### config.mk
export PLATFORM = sky130hd
export DESIGN_NAME = clk_div_prog
export DESIGN_NICKNAME = d
export VERILOG_FILES = /design/src/rtl/clk_div_prog.sv
export SDC_FILE = /design/constraint.sdc
export NUM_CORES = 1
export LEC_CHECK = 0
export BUFFER_PORTS_ARGS = -buffer_cell sky130_fd_sc_hd__buf_2
export CAP_MARGIN = 10
export CORE_MARGIN = 3
export CORE_UTILIZATION = 40
export CTS_BUF_LIST = sky130_fd_sc_hd__clkbuf_4
export CTS_CLUSTER_SIZE = 40
export DETAILED_ROUTE_END_ITERATION = 6
export GPL_ROUTABILITY_DRIVEN = 0
export GPL_TIMING_DRIVEN = 0
export SYNTH_ARGS = -nofsm -noshare
export SYNTH_HDL_FRONTEND = slang
export SYNTH_SLANG_ARGS = --single-unit
### constraint.sdc
create_clock -name CLK -period 3.6 [get_ports CLK]
set_input_delay 0.36 -clock CLK [delete_from_list [all_inputs] [get_ports CLK]]
set_output_delay 0.36 -clock CLK [all_outputs]
set_load 0.01 [all_outputs]
### src/rtl/clk_div_prog.sv
// Multi-channel programmable clock divider. Each channel produces a registered divided clock and a
// one-cycle enable; new divisors are staged in a shadow register and applied only at period boundaries.
module clk_div_prog #(
  parameter int NCH     = 2,
  parameter int DIV_W   = 8,
  parameter int DEF_DIV = 4
) (
  input  logic                                  CLK,
  input  logic                                  RST,
  input  logic [NCH-1:0]                        EN,
  input  logic                                  DIV_LD,
  input  logic [((NCH > 1) ? $clog2(NCH) : 1)-1:0] DIV_CH,
  input  logic [DIV_W-1:0]                      DIV_VAL,
  output logic [NCH-1:0]                        PEND,
  output logic [NCH-1:0]                        CLKOUT,
  output logic [NCH-1:0]                        CE
);

  localparam int CH_W = (NCH > 1) ? $clog2(NCH) : 1;
  localparam logic [CH_W:0]    NCH_V   = (CH_W + 1)'(NCH);
  localparam logic [DIV_W-1:0] ONE     = {{(DIV_W - 1){1'b0}}, 1'b1};
  localparam logic [DIV_W-1:0] TWO     = DIV_W'(2);
  localparam logic [DIV_W-1:0] DEF_VAL = DIV_W'(DEF_DIV);

  logic             ch_ok;
  logic [DIV_W-1:0] div_in;

  // Out-of-range channel selects are dropped; divisors below 2 are clamped to 2.
  assign ch_ok  = ({1'b0, DIV_CH} < NCH_V);
  assign div_in = (DIV_VAL < TWO) ? TWO : DIV_VAL;

  for (genvar i = 0; i < NCH; i++) begin : g_ch
    logic [DIV_W-1:0] cnt;
    logic [DIV_W-1:0] div_act;
    logic [DIV_W-1:0] div_shd;
    logic [DIV_W-1:0] cnt_inc;
    logic [DIV_W:0]   half;
    logic             pend_r;
    logic             clk_r;
    logic             ce_r;
    logic             wr;
    logic             wrap;
    logic             apply;

    assign wr      = DIV_LD && ch_ok && (DIV_CH == CH_W'(i));
    assign wrap    = EN[i] && (cnt == div_act - ONE);
    assign apply   = (wrap || !EN[i]) && pend_r;
    assign cnt_inc = cnt + ONE;
    assign half    = ({1'b0, div_act} + {{DIV_W{1'b0}}, 1'b1}) >> 1;

    // Outputs are registered from the next counter value so they line up with the cycle of that count.
    // At a wrap or while disabled the next count is 0, where CLKOUT and CE are 0 for any legal divisor.
    always_ff @(posedge CLK or posedge RST) begin
      if (RST) begin
        cnt     <= '0;
        div_act <= DEF_VAL;
        div_shd <= DEF_VAL;
        pend_r  <= 1'b0;
        clk_r   <= 1'b0;
        ce_r    <= 1'b0;
      end else begin
        if (apply)
          div_act <= div_shd;
        if (wr)
          div_shd <= div_in;
        pend_r <= wr || (pend_r && !apply);
        if (!EN[i] || wrap) begin
          cnt   <= '0;
          clk_r <= 1'b0;
          ce_r  <= 1'b0;
        end else begin
          cnt   <= cnt_inc;
          clk_r <= ({1'b0, cnt_inc} >= half);
          ce_r  <= (cnt_inc == div_act - ONE);
        end
      end
    end

    assign PEND[i]   = pend_r;
    assign CLKOUT[i] = clk_r;
    assign CE[i]     = ce_r;
  end

endmodule

# After elaboration in Yosys (flattened, before gate mapping)
# Index checks and enable logic that the tools add are counted.
[word_totals]
word_cells = 49
reg_bits = 54
[op_classes]
muxes = 7
reduce_logical = 16
eq_ne = 4
magnitude_cmp = 3
n_bitwise = 1
n_addsub = 6
[ops]
columns = ["op", "count"]
rows = [
  ["8-bit equality test", 4],
  ["8-bit two-way mux", 3],
  ["8-bit by 1-bit adder with 9-bit output (second input constant)", 2],
  ["8-bit by 1-bit adder with 8-bit output (second input constant)", 2],
  ["8-bit greater-or-equal comparator", 2],
  ["8-bit by 1-bit subtractor with 8-bit output (second input constant)", 2],
  ["1-bit logical AND", 8],
  ["8-bit by 2-bit less-than comparator with 1-bit output (second input constant)", 1],
  ["1-bit zero test", 4],
  ["1-bit logical OR", 4],
  ["1-bit two-way mux", 4],
  ["1-bit NOT", 1],
]

# Longest topological paths before layout
# Gate-level depths: netlist (run 1).
[logic_depth]
ltp_word = 8
ltp_mapped = 10

# Least setup slack after synthesis (run 1)
# No wires, ideal clock.
[synth_path]
kind = "reg2reg"
from = "register g_ch[0].div_act[0]"
to = "register g_ch[0].div_act[0]"
synth_period_minus_slack_ns = 2.606
path_buffers = 0
stages_incl_launch_ff = 9
setup_time_ns = 0.125
t_required_ns = 3.475
t_arrival_ns = 2.481
setup_slack_ns = 0.994
cell_sequence = "dfrtp_1 inv_1 ha_1 or4b_2 nor2_1 xnor2_1 o2111ai_1 a21oi_2 mux2_2"
[synth_between]
elab_chain_cells = 5
[synth_lines]
columns = ["item", "line_no", "rtl"]
rows = [
  ["start: declaration", "34", "logic [DIV_W-1:0] div_act;"],
  ["start signal: assignment", "63", "div_act <= div_shd;"],
  ["8-bit by 1-bit subtractor with 8-bit output", "46", "assign wrap = EN[i] && (cnt == div_act - ONE);"],
  ["8-bit equality test", "46", ""],
  ["1-bit logical AND", "46", ""],
  ["1-bit logical OR", "47", "assign apply = (wrap || !EN[i]) && pend_r;"],
  ["1-bit logical AND", "47", ""],
]
# Every way passes these cells.
# A chain may end at the register's enable or synchronous reset.

# Worst setup path after layout (run 1)
[layout_path]
from = "register g_ch[0].div_act[0]"
to = "register g_ch[0].div_act[6]"
# The elaborated chain is that of the path after synthesis.

==> results of run 1 <==
## cells in the mapped netlist (9+ instances only)
library cell / n / area (um^2)
and3_1: 11 / 68.8
clkbuf_1: 9 / 33.8
dfrtp_1: 50 / 1250
ha_1: 22 / 275
inv_1: 19 / 71.3
mux2_2: 21 / 236
nand2_1: 15 / 56.3
nand3_1: 15 / 75.1
nor2_1: 23 / 86.3
nor3_1: 9 / 45.0
o21ai_0: 11 / 55.1
xnor2_1: 33 / 289
xor2_1: 26 / 228
## flip-flops by register name, indices dropped and copies added (netlist names)
register      cells
g_ch.ce_r         2
g_ch.cnt         16
g_ch.div_shd     16
g_ch.div_act     16
g_ch.pend_r       2
g_ch.clk_r        2
## cell usage in the layout (no fill, tap or decap), drive strengths merged, types with 4 or more instances in the layout
cell | Yosys | routed
xnor2 | 33 | 33
nor3 | 9 | 9
o21ai | 11 | 11
mux2 | 29 | 29
or3 | 4 | 4
a21o | 4 | 4
a2111oi | 4 | 4
nand3 | 15 | 15
inv | 19 | 20
nand2 | 15 | 15
and2 | 5 | 5
a21oi | 4 | 4
dfstp | 4 | 4
dfrtp | 50 | 50
nand2b | 6 | 6
clkbuf | 9 | 14
nor2b | 5 | 5
xor2 | 26 | 26
ha | 22 | 22
buf | 12 | 32
and3 | 11 | 11
nor2 | 23 | 23
## metal layers
| metal | vias to the layer above | wire (um) | track usage, % |
|---|---|---|---|
| met2 | 29 | 2970 | 22.3 |
| met3 | 5 | 170 | 2.36 |
| met1 | 1237 | 3690 | 22.4 |
| met4 | 0 | 63 | 3.11 |
| li1 | 1263 | - | - |
| met5 | - | 0 | 0 |
## stage by stage
stage / setup WS [ns] / utilization (%) / hold slack (ns) / power (mW)
floorplan: 0.994 / - / 0.444 / 1.96
global placement: 0.620 / 45.0 / 0.465 / 2.20
detailed placement: 0.617 / 45.2 / 0.405 / 2.23
CTS: 0.569 / 46.0 / 0.216 / 2.52
global route: 0.312 / 46.0 / 0.219 / 2.72
finish: 0.583 / 46.0 / 0.230 / 2.50
## power groups by stage
| stage | sequential (mW) | clock [mW] | combinational [mW] |
|---|---|---|---|
| finish | 0.862 | 0.285 | 1.35 |
| floorplan | 0.839 | 0 | 1.12 |
| global route | 0.883 | 0.318 | 1.52 |
| CTS | 0.863 | 0.295 | 1.36 |
| global placement | 0.872 | 0 | 1.33 |
| detailed placement | 0.877 | 0 | 1.36 |
## kinds of logic (layout without fill, tap and decap cells)
| logic type | after synthesis | after routing | synth area share (%) |
|---|---|---|---|
| and+or+nand+nor | 109 | 109 | 16.1 |
| xor gates and xnor gates | 61 | 61 | 15.8 |
| DFF | 54 | 54 | 38.1 |
| muxes | 30 | 30 | 9.45 |
| adders and majority gates | 22 | 22 | 7.73 |
| AOI/OAI and AO/OA | 37 | 37 | 7.48 |
| buffers and inverters | 40 | 69 | 5.37 |
## layout make-up
| cell class | instances | share of cell area, % |
|---|---|---|
| multi-input cells | 259 | 52.0 |
| flip-flops and latches | 54 | 35.0 |
| well taps | 105 | 3.39 |
| repair buffers | 21 | 3.23 |
| plain buffers | 21 | 3.10 |
| inverters | 19 | 1.84 |
| clock buffers | 5 | 0.968 |
| clock inverters | 3 | 0.516 |
## path summary, 6_finish.rpt
check	startpoint	to	slack, ns	cells after the start
worst min register to register	g_ch[1].div_shd[6]$_DFFE_PP0P_	g_ch[1].div_act[6]$_DFFE_PP0P_	0.50	1
worst max-delay path	g_ch[0].div_act[0]$_DFFE_PP0P_	g_ch[0].div_act[6]$_DFFE_PP0P_	0.58	8
worst max register to register	g_ch[0].div_act[0]$_DFFE_PP0P_	g_ch[0].div_act[6]$_DFFE_PP0P_	0.58	8
worst min-delay path	DIV_VAL[7]	g_ch[0].div_shd[7]$_DFFE_PP0P_	0.23	2
max in group asynchronous	RST	g_ch[1].div_shd[2]$_DFFE_PP1P_	2.49	4
min in group asynchronous	RST	g_ch[1].cnt[6]$_DFF_PP0_	0.50	3
## repair_timing
item                                   CTS  global route
buffers inserted                         0             0
hold buffers                             1             0
endpoints found under the hold margin   18             0
==> metrics.md, run 1 <==
| Metric | Value |
|---|---|
| Clk pin slew, worst setup/hold paths | `0.16 ns` |
| Synth async-reset ratio | `100%` |
| Syn nets | `389` |
| Clk_lat worst skew | `0.38 ns` |
| Fin. Hold Viols | `0` |
| Worst IR Drop VDD | `~0.00023 V` |
| Post-synthesis sequential area ratio | `38.1%` |
| NumNets Final | `about 420` |
| Number of top-level pins | `20` |
| CTS H-Tree Depth | `2` |
| Routed Wire Length | `6890 um` |
| CP max stage delay | `around 0.49 ns` |
| Synthesis Warnings | `0` |
| Clock sink total | `54` |
| Initial Utilization | `42.3%` |
| Gate power share | `54.1%` |
| CP cell instances | `inv_1 > ha_1 > nor3b_1 > xnor2_1 > a2111oi_1 > o2111ai_1 > a21oi_2 > mux2_2` |
| Worst clock skew | `0.0140 ns` |
| Row cnt | `33` |
| Average via count per standard cell | `between 5 and 6` |
| Largest net degree at the start of global routing | `37` |
| Post-Syn Area | `0.00356 mm^2` |
| Crit path max-delay family | `compound AO/OA/AOI/OAI gates` |
| Top_reg_cell synth | `dfrtp_1` |
| FF+latch area | `0.00136 mm^2` |
| Gate Count Post-Synth | `between 300 and 400` |
| Post-route cell area | `between 0.003 and 0.004 mm^2` |
| Drt pass-1 iters | `4` |
| Max Cap Viol | `0` |
| Switch share | `between 40 and 50%` |
| Crit-path max FO | `8` |
| Fillers | `836` |
| Period utilisation layout | `between 80% and 90%` |
| Share of cells above drive strength 1 | `18.8%` |
| Flop pwr share | `34.5%` |
| Worst Setup End Kind | `flop` |
| Post-synthesis to final-layout area growth | `8.82%` |
| Setup_tns | `0 ns` |
| ANT nets after route | `0` |
| PortBufs | `19` |
| Die Y | `100 um` |
| Post-Place Cells | `478` |
| Post-synthesis cell type count | `48` |
| Slew Limit Headroom | `between 60% and 70%` |
| Syn Area/Cell | `10.1 um^2` |
| Total CTS buffers | `5` |
| Antenna violations before repair | `0` |
| Highest Clock Rate | `approximately 330 MHz` |
| Outcome | `completed` |
| Clock Power Share | `11.4%` |
| Unrepaired setup endpoints after global routing | `no` |
| DP HPWL | `5370 um` |
| Switching power | `1.01 mW` |
| Number of global-route vias before repair | `approximately 2500` |
| Total grt overflow | `0` |
| Endpoints failing setup | `0` |
| Worst EP required | `a little under 4 ns` |
| Power density cells | `roughly 650 mW/mm^2` |
| CTS resizes | `0` |
| Final Critical Period | `3.02 ns` |
| Setup CP Type | `flop to flop` |
| Core Region | `0.00842 mm^2` |
| Post-synth EDFFs | `0` |
| Hold Crit Class | `input port to flop` |
| P_int | `1.49 mW` |
| TritonCTS clock tree | `built` |
| Total GRT Usage | `14.8%` |
| First-pass GRT wire length | `12000 um` |
| Number of remaining DRC errors | `0` |
| Die footprint | `0.0101 mm^2` |
| Multi-input gate area | `0.00201 mm^2` |
| Worst-Margin Slew | `about 0.55 ns` |
| CP Launch Type | `flop` |
| DR vias | `2534` |
| Ant. Diodes | `0` |
| Root buf cell | `clkbuf_4` |
| Placed cell area | `0.00381 mm^2` |
| WL/cell | `between 10 and 15 um` |
| Post-Layout Cell Count | `487` |
| Crit path max-delay cell type | `dfrtp_1` |
| Static leakage | `1.82 nW` |
| CP bufs+invs | `1` |
| Clk buf depth | `2` |
| Synth Register Bits | `54` |
| Initial DRC Count | `70` |
| Critical Path AT | `3.30 ns` |
| Max Slew Vio Count | `0` |
| Die Span X | `roughly 100 um` |
(Power assumes the default switching activity.)
==> run 2: changes to the inputs <==
ABC_AREA = 1   (was default)
clock period = 2.8 ns   (was 3.6 ns; I/O delays follow)
==> run 2 against run 1 <==
Synthesized cell count is 42% higher. Register-to-register slack worse by 0.22 ns. Highest routed layer unchanged. Sequential power increased by 17%. Power is 9.1% higher. Clock-buffer cell count stayed put. Cell area increased by 6.0%.
==> metrics.md, run 2 <==
| Metric | Value |
|---|---|
| CP max stage delay | `0.57 ns (was 0.49 ns)` |
| Leading registers by flop count | `g_ch.cnt: 16 flops, g_ch.div_act: 16 flops, g_ch.div_shd: 16 flops (unchanged)` |
| Slew Limit Headroom | `70.8% (was 63.1%)` |
| Worst-Margin Slew | `0.438 ns (was 0.549 ns)` |
| Clk_lat worst skew | `0.39 ns (was 0.38 ns)` |
| Fin. Hold Viols | `0 (unchanged)` |
| Worst clock skew | `0.0280 ns (was 0.0140 ns)` |
| Clock sink total | `54 (unchanged)` |
| Root buf cell | `clkbuf_4 (unchanged)` |
| Synth Register Bits | `54 (unchanged)` |
| R2R Setup Slk | `0.36 ns (was 0.58 ns)` |
| Crit-path max FO | `7 (was 8)` |
| Die footprint | `0.0106 mm^2 (was 0.0101 mm^2)` |
| Row cnt | `34 (was 33)` |
| Critical Path AT | `2.78 ns (was 3.30 ns)` |
| CTS resizes | `0 (unchanged)` |
| NumNets Final | `566 (was 417)` |
| Gate Count Post-Synth | `502 (was 353)` |
| Dpl ws | `0.383 ns (was 0.617 ns)` |
| Highest Clock Rate | `410 MHz (was 331 MHz)` |
| TritonCTS clock tree | `built (unchanged)` |
| Most frequent CP cell | `nor2_1` |
| Power density cells | `664 mW/mm^2 (was 645 mW/mm^2)` |
| Yosys top cell by area | `dfrtp_1 (unchanged)` |
| Worst Setup End Kind | `flop (unchanged)` |
| Endpoints failing setup | `0 (unchanged)` |
| Die Span X | `103 um (was 100 um)` |
| Top_reg_cell synth | `dfrtp_1 (unchanged)` |
| ANT nets after route | `0 (unchanged)` |
| Most frequent cell after synthesis | `nand2_1 (was dfrtp_1)` |
| Hold endpoint | `g_ch[1].div_shd[1]$_DFFE_PP0P_ (was g_ch[0].div_shd[7]$_DFFE_PP0P_)` |
| Average via count per standard cell | `4.96 (was 5.20)` |
| Setup bufs post-CTS | `0 (unchanged)` |
| Largest net degree at the start of global routing | `38 (was 37)` |
| Period utilisation layout | `87.0% (was 83.8%)` |
| Tot Pwr | `2.73 mW (was 2.50 mW)` |
| Max Slew Vio Count | `0 (unchanged)` |
| Die Y | `103 um (was 100 um)` |
| Final Critical Period | `2.44 ns (was 3.02 ns)` |
| Unrepaired setup endpoints after global routing | `no (unchanged)` |
| Syn Area/Cell | `7.49 um^2 (was 10.1 um^2)` |
| WL/cell | `12.4 um (was 14.1 um)` |
| Initial DRC Count | `156 (was 70)` |
| Hold depth | `2 (unchanged)` |
| Total CTS buffers | `5 (unchanged)` |
| Drt pass-1 iters | `4 (unchanged)` |
| Number of remaining DRC errors | `0 (unchanged)` |
| Setup CP Type | `flop to flop (unchanged)` |
| Static leakage | `2.15 nW (was 1.82 nW)` |
| Routed Wire Length | `7930 um (was 6890 um)` |
| Synthesis Warnings | `0 (unchanged)` |
| Number of global-route vias before repair | `3013 (was 2481)` |
| CTS H-Tree Depth | `2 (unchanged)` |
| Most common cell after layout, fill and taps aside | `nand2_1 (was dfrtp_1)` |
| Setup_tns | `0 ns (unchanged)` |
| Crit path max-delay cell type | `dfstp_2 (was dfrtp_1)` |
| Syn nets | `538 (was 389)` |
| RR Startpoint | `g_ch[1].div_act[2]$_DFFE_PP1P_ (was g_ch[0].div_act[0]$_DFFE_PP0P_)` |
| Hold Crit Class | `input port to flop (unchanged)` |
| Post-Syn Area | `0.00376 mm^2 (was 0.00356 mm^2)` |
| Hold WS | `0.139 ns (was 0.230 ns)` |
| Clk pin slew, worst setup/hold paths | `0.19 ns (was 0.16 ns)` |
| Hold_sp | `DIV_LD (was DIV_VAL[7])` |
| Number of top-level pins | `20 (unchanged)` |
| Outcome | `completed (unchanged)` |
| PortBufs | `19 (unchanged)` |
| CP Launch Type | `flop (unchanged)` |
| Ant. Diodes | `0 (unchanged)` |
| Clk buf depth | `2 (unchanged)` |
| Synth async-reset ratio | `100% (unchanged)` |
| CTS Hold Bufs | `1 (unchanged)` |
| DR vias | `3170 (was 2534)` |
| Post-synthesis to final-layout area growth | `9.18% (was 8.82%)` |
| Reg2reg path depth | `12 (was 8)` |
| Worst IR Drop VDD | `0.000355 V (was 0.000226 V)` |
| Total grt overflow | `0 (unchanged)` |
| Post-synthesis sequential area ratio | `36.0% (was 38.1%)` |
| Commonest non-fill, non-tap cells in the layout | `nand2_1, inv_1, nand3_1, nor2_1, dfrtp_1 (was dfrtp_1, xnor2_1, xor2_1, nor2_1)` |
| First-pass GRT wire length | `14000 um (was 12000 um)` |
| Worst setup margin | `0.363 ns (was 0.583 ns)` |
| Total GRT Usage | `16.5% (was 14.8%)` |
| Post-synthesis cell type count | `36 (was 48)` |
| CP cell instances | `buf_6 > inv_1 > nor3_1 > nand3_1 > nor2_1 > xor2_1 > inv_1 > ha_1 > nand4_1 > o221ai_1 > nor2_1 > nor2_1 (was inv_1 > ha_1 > nor3b_1 > xnor2_1 > a2111oi_1 > o2111ai_1 > a21oi_2 > mux2_2)` |
| DP HPWL | `6280 um (was 5370 um)` |
| Max Cap Viol | `0 (unchanged)` |
| Share of cells above drive strength 1 | `14.9% (was 18.8%)` |
| Commonest cells post-synth | `nand2_1, inv_1, nand3_1 (was dfrtp_1, xnor2_1, xor2_1)` |
| Share of the synthesized area in the top cell type | `33.3% (was 35.1%)` |
| Top cells by area, synth | `dfrtp_1, nand2_1, nand3_1 (was dfrtp_1, xnor2_1, ha_1)` |
| Post-synth EDFFs | `0 (unchanged)` |
| Core Region | `0.00893 mm^2 (was 0.00842 mm^2)` |
| Initial Utilization | `42.1% (was 42.3%)` |
| Antenna violations before repair | `0 (unchanged)` |
| FF-to-FF End | `g_ch[1].clk_r$_DFF_PP0_ (was g_ch[0].div_act[6]$_DFFE_PP0P_)` |
| Worst EP required | `3.14 ns (was 3.88 ns)` |
## run 2: final cells by class
type | count | area (um^2)
Timing Repair Buffer | 21 | 125
Sequential cell | 54 | 1360
Multi-Input combinational cell | 364 | 2020
Inverter | 66 | 248
Clock buffer | 5 | 37.5
Fill cell | 918 | 4830
Clock inverter | 3 | 47.5
Tap cell | 108 | 135
Buffer | 18 | 138
## run 2: cell families (layout without fill, tap and decap cells)
family | after synthesis | count (layout) | share of synthesized area, %
simple gates | 272 | 272 | 33.1
buf+inv | 84 | 113 | 10.2
xor+xnor | 31 | 31 | 7.42
fa+ha+maj | 22 | 22 | 7.32
compound gates | 39 | 39 | 5.89
flops | 54 | 54 | 36.0
## run 2: power by group
group / switching (mW) / internal [mW] / leakage (nW)
Sequential: 0.112 / 0.899 / 0.688
Combinational: 0.757 / 0.486 / 1.42
Clock: 0.279 / 0.193 / 0.0458
Total: 1.15 / 1.58 / 2.15
## run 2: metrics by stage
stage	instances	util (%)	instance area, um^2
6_report	639	46.0	4110
2_1_floorplan	502	-	3760
4_1_cts	639	46.0	4110
3_3_place_gp	629	44.7	3990
5_1_grt	639	46.0	4110
3_5_place_dp	630	44.9	4010
## run 2: worst max path at each step
stage                                              start                       to  slack (ns)  cells past startpoint
after floorplan           g_ch[0].div_act[2]$_DFFE_PP1P_  g_ch[0].clk_r$_DFF_PP0_        0.66                     14
after global placement    g_ch[1].div_act[2]$_DFFE_PP1P_  g_ch[1].clk_r$_DFF_PP0_        0.39                     12
after detailed placement  g_ch[1].div_act[2]$_DFFE_PP1P_  g_ch[1].clk_r$_DFF_PP0_        0.38                     12
after CTS                 g_ch[1].div_act[2]$_DFFE_PP1P_  g_ch[1].clk_r$_DFF_PP0_        0.33                     12
after global routing      g_ch[1].div_act[2]$_DFFE_PP1P_  g_ch[1].clk_r$_DFF_PP0_        0.19                     12
final                     g_ch[1].div_act[2]$_DFFE_PP1P_  g_ch[1].clk_r$_DFF_PP0_        0.36                     12
## run 2: critical path: cells and delay by family (launching register included)
family | cells | cell delay, ns
buffers and inverters | 3 | 0.26
AO/OA/AOI/OAI | 1 | 0.22
flip-flops | 1 | 0.57
XOR/XNOR | 1 | 0.16
adder cells (fa/ha/maj) | 1 | 0.30
AND/OR/NAND/NOR | 6 | 0.88
## run 2: layer usage
| layer | vias up | track usage, % | wire length, um | part of all wire (%) |
|---|---|---|---|---|
| met3 | 5 | 2.44 | 252 | 3.2 |
| met2 | 51 | 26.0 | 3490 | 44 |
| met5 | - | 0 | 0 | 0 |
| met4 | 0 | 2.69 | 60 | 0.76 |
| li1 | 1661 | - | - | - |
| met1 | 1453 | 24.4 | 4130 | 52 |
